**config.mk**
```make
export PLATFORM = sky130hd
export DESIGN_NAME = dcache_req_ctrl
export DESIGN_NICKNAME = d
export VERILOG_FILES = /design/src/rtl/dcache_ctrl_pkg.sv /design/src/rtl/dcache_byte_merge.sv /design/src/rtl/dcache_req_ctrl.sv
export SDC_FILE = /design/constraint.sdc
export NUM_CORES = 1
export LEC_CHECK = 0
export CAP_MARGIN = 0
export CELL_PAD_IN_SITES_DETAIL_PLACEMENT = 1
export CELL_PAD_IN_SITES_GLOBAL_PLACEMENT = 2
export CORE_ASPECT_RATIO = 0.8
export CORE_MARGIN = 2
export CORE_UTILIZATION = 30
export CTS_CLUSTER_DIAMETER = 30
export DETAILED_ROUTE_END_ITERATION = 8
export HOLD_SLACK_MARGIN = 0.02
export MAX_ROUTING_LAYER = met4
export PLACE_DENSITY = 0.86
export SLEW_MARGIN = 20
export SYNTH_ARGS = -nofsm -noshare
export SYNTH_HDL_FRONTEND = slang
export SYNTH_SLANG_ARGS = --single-unit
```
**constraint.sdc**
```tcl
create_clock -name clk -period 2.9 [get_ports clk]
set_input_delay 0.725 -clock clk [delete_from_list [all_inputs] [get_ports clk]]
set_output_delay 0.725 -clock clk [all_outputs]
set_load 0.005 [all_outputs]
```
**src/rtl/dcache_ctrl_pkg.sv**
```systemverilog
// Shared types and constants for the D-Cache request sequencer.
// FULL_STRB is wide enough for any byte-enable width up to 64 lanes.
package dcache_ctrl_pkg;

  typedef enum logic [1:0] {
    IDLE = 2'd0,
    RD   = 2'd1,
    WR   = 2'd2,
    RESP = 2'd3
  } state_e;

  localparam logic [63:0] FULL_STRB  = '1;
  localparam int          MISS_CNT_W = 32;

endpackage

```
**src/rtl/dcache_byte_merge.sv**
```systemverilog
// Combinational byte-lane merge: lanes with wstrb set come from new_word,
// the rest keep old_word.
module dcache_byte_merge #(
  parameter int DATA_W = 64
) (
  input  logic [DATA_W-1:0]   old_word,
  input  logic [DATA_W-1:0]   new_word,
  input  logic [DATA_W/8-1:0] wstrb,
  output logic [DATA_W-1:0]   merged
);

  always_comb begin
    merged = old_word;
    for (int i = 0; i < DATA_W/8; i++) begin
      if (wstrb[i]) merged[i*8 +: 8] = new_word[i*8 +: 8];
    end
  end

endmodule

```
**src/rtl/dcache_req_ctrl.sv**
```systemverilog
// MEM-stage to D-Cache request sequencer: loads, full stores, read-modify-write
// partial stores, per-phase timeout, pipeline hold and saturating miss count.
//
//   state | meaning
//   IDLE  | waiting for a request; accepts when req_valid_i and no interrupt
//   RD    | cache read (load, or first half of a partial store)
//   WR    | cache write (full store, or merged word of a partial store)
//   RESP  | done_o pulse, err_o if a phase timed out
module dcache_req_ctrl
  import dcache_ctrl_pkg::*;
#(
  parameter int ADDR_W     = 12,
  parameter int DATA_W     = 64,
  parameter int TMO_CYCLES = 255
) (
  input  logic                  clk,
  input  logic                  rst_n,
  input  logic                  req_valid_i,
  input  logic                  req_rw_i,
  input  logic [ADDR_W-1:0]     req_addr_i,
  input  logic [DATA_W-1:0]     req_wdata_i,
  input  logic [DATA_W/8-1:0]   req_wstrb_i,
  input  logic                  int_assert_i,
  output logic                  done_o,
  output logic [DATA_W-1:0]     rdata_o,
  output logic                  err_o,
  output logic                  hold_o,
  output logic [MISS_CNT_W-1:0] miss_cnt_o,
  output logic [ADDR_W-1:0]     dcache_req_addr,
  output logic                  dcache_req_valid,
  output logic                  dcache_req_rw,
  output logic [DATA_W-1:0]     dcache_data_write,
  input  logic [DATA_W-1:0]     dcache_data_read,
  input  logic                  dcache_ready,
  input  logic                  dcache_hit
);

  localparam int STRB_W = DATA_W/8;
  localparam int TMR_W  = $clog2(TMO_CYCLES + 1);
  localparam logic [STRB_W-1:0] STRB_ALL = FULL_STRB[STRB_W-1:0];

  state_e              state_q, state_d;
  logic [ADDR_W-1:0]   addr_q;
  logic [DATA_W-1:0]   wdata_q, buf_q, rdata_q, merged;
  logic [STRB_W-1:0]   wstrb_q;
  logic                rw_q, err_q;
  logic [TMR_W-1:0]    tmr_q;
  logic [MISS_CNT_W-1:0] miss_q;
  logic                accept, in_phase, tmo;

  // Gating with rst_n keeps hold_o low while reset is asserted.
  assign accept   = rst_n & (state_q == IDLE) & req_valid_i & ~int_assert_i;
  assign in_phase = (state_q == RD) | (state_q == WR);
  assign tmo      = in_phase & ~dcache_ready & (tmr_q == TMR_W'(1));

  dcache_byte_merge #(.DATA_W(DATA_W)) u_merge (
    .old_word (dcache_data_read),
    .new_word (wdata_q),
    .wstrb    (wstrb_q),
    .merged   (merged)
  );

  always_ff @(posedge clk or negedge rst_n) begin
    if (!rst_n) state_q <= IDLE;
    else        state_q <= state_d;
  end

  always_comb begin
    state_d = state_q;
    case (state_q)
      IDLE: begin
        if (accept) begin
          if (!req_rw_i)                  state_d = RD;
          else if (req_wstrb_i == STRB_ALL) state_d = WR;
          else if (req_wstrb_i == '0)     state_d = RESP;
          else                            state_d = RD;
        end
      end
      RD: begin
        if (dcache_ready) state_d = rw_q ? WR : RESP;
        else if (tmo)     state_d = RESP;
      end
      WR: begin
        if (dcache_ready || tmo) state_d = RESP;
      end
      RESP:    state_d = IDLE;
      default: state_d = IDLE;
    endcase
  end

  always_ff @(posedge clk or negedge rst_n) begin
    if (!rst_n) begin
      addr_q  <= '0;
      wdata_q <= '0;
      wstrb_q <= '0;
      rw_q    <= 1'b0;
      buf_q   <= '0;
      rdata_q <= '0;
      err_q   <= 1'b0;
      tmr_q   <= '0;
      miss_q  <= '0;
    end else begin
      if (accept) begin
        addr_q  <= req_addr_i;
        wdata_q <= req_wdata_i;
        wstrb_q <= req_wstrb_i;
        rw_q    <= req_rw_i;
        err_q   <= 1'b0;
        tmr_q   <= TMR_W'(TMO_CYCLES);
      end
      if (in_phase && dcache_ready) begin
        tmr_q <= TMR_W'(TMO_CYCLES);
        if (state_q == RD) begin
          if (rw_q) buf_q   <= merged;
          else      rdata_q <= dcache_data_read;
        end
        if (!dcache_hit && miss_q != '1) miss_q <= miss_q + 1'b1;
      end else if (tmo) begin
        err_q   <= 1'b1;
        rdata_q <= '0;
      end else if (in_phase) begin
        tmr_q <= tmr_q - 1'b1;
      end
    end
  end

  assign done_o            = (state_q == RESP);
  assign err_o             = done_o & err_q;
  assign hold_o            = accept | in_phase;
  assign rdata_o           = rdata_q;
  assign miss_cnt_o        = miss_q;
  assign dcache_req_valid  = in_phase;
  assign dcache_req_rw     = (state_q == WR);
  assign dcache_req_addr   = in_phase ? addr_q : '0;
  // Full stores write the latched word; partial stores write the merged buffer.
  assign dcache_data_write = (state_q != WR) ? '0 :
                             (wstrb_q == STRB_ALL) ? wdata_q : buf_q;

endmodule

```
==> results of run 1 <==
## per-layer routing
layer / share of wire [%] / wire length (um) / GRT usage [%] / up-vias
met5: 0 / 0 / - / -
met4: 3.2 / 1476 / 8.575 / 0
met3: 5.9 / 2761 / 6.405 / 100
met2: 48 / 22230 / 36.85 / 327
met1: 43 / 20100 / 27.93 / 5493
li1: - / - / - / 4926
## what timing repair did
action | in CTS | in global routing
setup endpoints to repair | 78 | 70
pin swaps | 17 | 31
resized for setup | 340 | 101
gates cloned | 12 | 1
setup buffers | 27 | 10
hold buffers | 0 | 0
## Yosys cell counts (12+ instances only)
cell type | instances | area share (%)
xor2_1 | 12 | 0.87
o21ai_0 | 130 | 5.4
clkbuf_1 | 51 | 1.6
xnor2_1 | 21 | 1.5
mux2_2 | 86 | 8.0
nor2_1 | 18 | 0.56
mux2i_1 | 67 | 5.6
nand2_1 | 219 | 6.8
and2_1 | 15 | 0.78
nand4_1 | 20 | 1.0
a21boi_0 | 65 | 4.0
nand3_1 | 78 | 3.2
inv_1 | 69 | 2.1
buf_2 | 23 | 0.95
dfrtp_1 | 256 | 53
## power breakdown
| group | internal [W] | switching, W |
|---|---|---|
| combinational | 0.00330 | 0.00288 |
| sequential | 0.00495 | 0.000989 |
| clock | 0.00500 | 0.00236 |
## kinds of logic after synthesis
kind of cell | synth area share, %
flops | 53.12
xor+xnor | 2.397
simple gates | 14.72
buf+inv | 4.814
fa+ha+maj | 0.8301
compound gates | 10.52
mux | 13.59
## metrics by stage
step / worst slack [ns] / cell area [um^2]
after floorplan: 0.5896 / 12060
after global placement: -0.1675 / 16180
after detailed placement: -0.1549 / 16180
after CTS: -0.08714 / 19000
after global routing: -0.1157 / 19180
final: -0.005419 / 19180
## state kept, by name (all words and copies together) (netlist names)
| name | cells |
|---|---|
| tmr_q | 8 |
| err_q | 1 |
| rdata_o | 64 |
| rw_q | 1 |
| miss_cnt_o | 32 |
| wdata_q | 64 |
| wstrb_q | 8 |
| addr_q | 12 |
| buf_q | 64 |
| state_q | 2 |
## final timing paths
path,start,to,cells after the start
hold / removal,rst_n,buf_q[60],2
min in group clk,buf_q[1],buf_q[1],2
setup reg to reg,state_q[0],miss_cnt_o[19],9
hold reg to reg,buf_q[1],buf_q[1],2
setup / recovery,wstrb_q[2],dcache_data_write[48],8
max in group asynchronous,rst_n,wdata_q[1],3
## cell type report
type	instances	area share, %
multi-input combinational	792	28.04
tap	536	3.497
clock inverter	35	1.997
antenna	4	0.05220
sequential	256	33.41
inverter	69	1.351
clock buffer	87	9.768
timing repair buffer	412	21.88
## critical path: stages, from the launching register on
cell and delay [ns]:
dfrtp_1 0.35, nand4_1 0.22, or2_4 0.36, buf_8 0.15, buf_16 0.15, buf_6 0.11
nand2_2 0.06, a21boi_2 0.07, buf_2 0.13
==> qor.csv, run 1 <==
metric;value;unit
die height;183.3;um
status;finished, violations left;
CTS Buf Count;67;
Slew HR;34.63;%
Distinct cells, synth;45;
Mapped Nets;1357;
largest net degree at the start of global routing;92;
Clock Latency Late Sink;0.58;ns
Register Area;6407;um^2
total grt overflow;0;
Min Hold Slack;0.1365;ns
row cnt;65;
Via density;4.950;
HPWL Detailed;28.27;mm
CTS sink count;256;
io pins;332;
final core utilization;48.52;%
die area;41830;um^2
syn avg cell area;10.10;um^2
Clock Skews;0.02661;ns
drt drc;0;
R2R Setup Slk;0.31;ns
most common cell after layout, fill and taps aside;clkdlybuf4s50_1;
Hold Crit Class;input pin to asynchronous set/reset pin;
final hold violation count;0;
total global-route track usage;23.05;%
CP max FO;7;
worst setup path class;register to primary output;
Critical Path RT;2.17;ns
Slew Viols, Final;0;
CTS root buf;clkbuf_16;
leakage power;8.364;nW
most frequent cells in the layout;clkdlybuf4s50_1, dfrtp_1, nand2_1;
Post-Syn Area;12060;um^2
register area share after synthesis;53.12;%
initial antenna violation count;5;
first-pass GRT wire length;71.54;mm
number of global-route vias before repair;12026;
total power divided by cell area;1016;nW/um^2
# H-tree levels;3;
CP arrival;2.18;ns
final net count;1761;
GP Congestion;0.7760;
Initial Util;30.51;%
Max Freq;0.3442;GHz
Longest Clk Path Bufs;3;
period utilization;100.2;%
wire length per cell;21.25;um
Initial DRT Pass Iterations;4;
Antenna Nets Post-Route;0;
placed cells;2022;
Yosys warnings;0;
Final setup viols;1;
fraction of registers with async set/reset;100.0;%
max-cap viol count;0;
Worst-Margin Slew;0.9806;ns
fraction of layout cells with a size suffix above 1;25.86;%
Setup crit end kind;primary output;
layout overhead on the synthesized area;59.02;%
PortBufs;331;
Final WS setup;-0.005419;ns
RSZ-0062 raised after global routing;true;
CTS tree;yes;
Synth Instances;1194;
Die Wd;228.2;um
core area;39530;um^2
Tmin final;2.905;ns
WL final;46.57;mm
clk slew on worst S/H paths;0.04;ns
commonest register cell after synthesis;dfrtp_1;
failing checks;setup timing;
launching element type of the critical path;register;
Post-synth EDFFs;0;
drt initial violations;566;
area of the multi-input gates;5376;um^2
Sum Neg Setup Slack;-0.005419;ns
#FFs+latches synth;256;
via count;10846;
Post-Layout Cell Count;2191;
Fillers;4320;
total power;0.01949;W
VDD IR max;0.0005040;V
Power figures use the tool's default switching activity.
==> run 2: changes to the inputs <==
--- a/config.mk
+++ b/config.mk
@@ -16,7 +16,6 @@
 export HOLD_SLACK_MARGIN = 0.02
 export MAX_ROUTING_LAYER = met4
 export PLACE_DENSITY = 0.86
-export SLEW_MARGIN = 20
 export SYNTH_ARGS = -nofsm -noshare
 export SYNTH_HDL_FRONTEND = slang
 export SYNTH_SLANG_ARGS = --single-unit
==> results of run 2 <==
Final layout, timing and power as in run 1 (identical DEF).
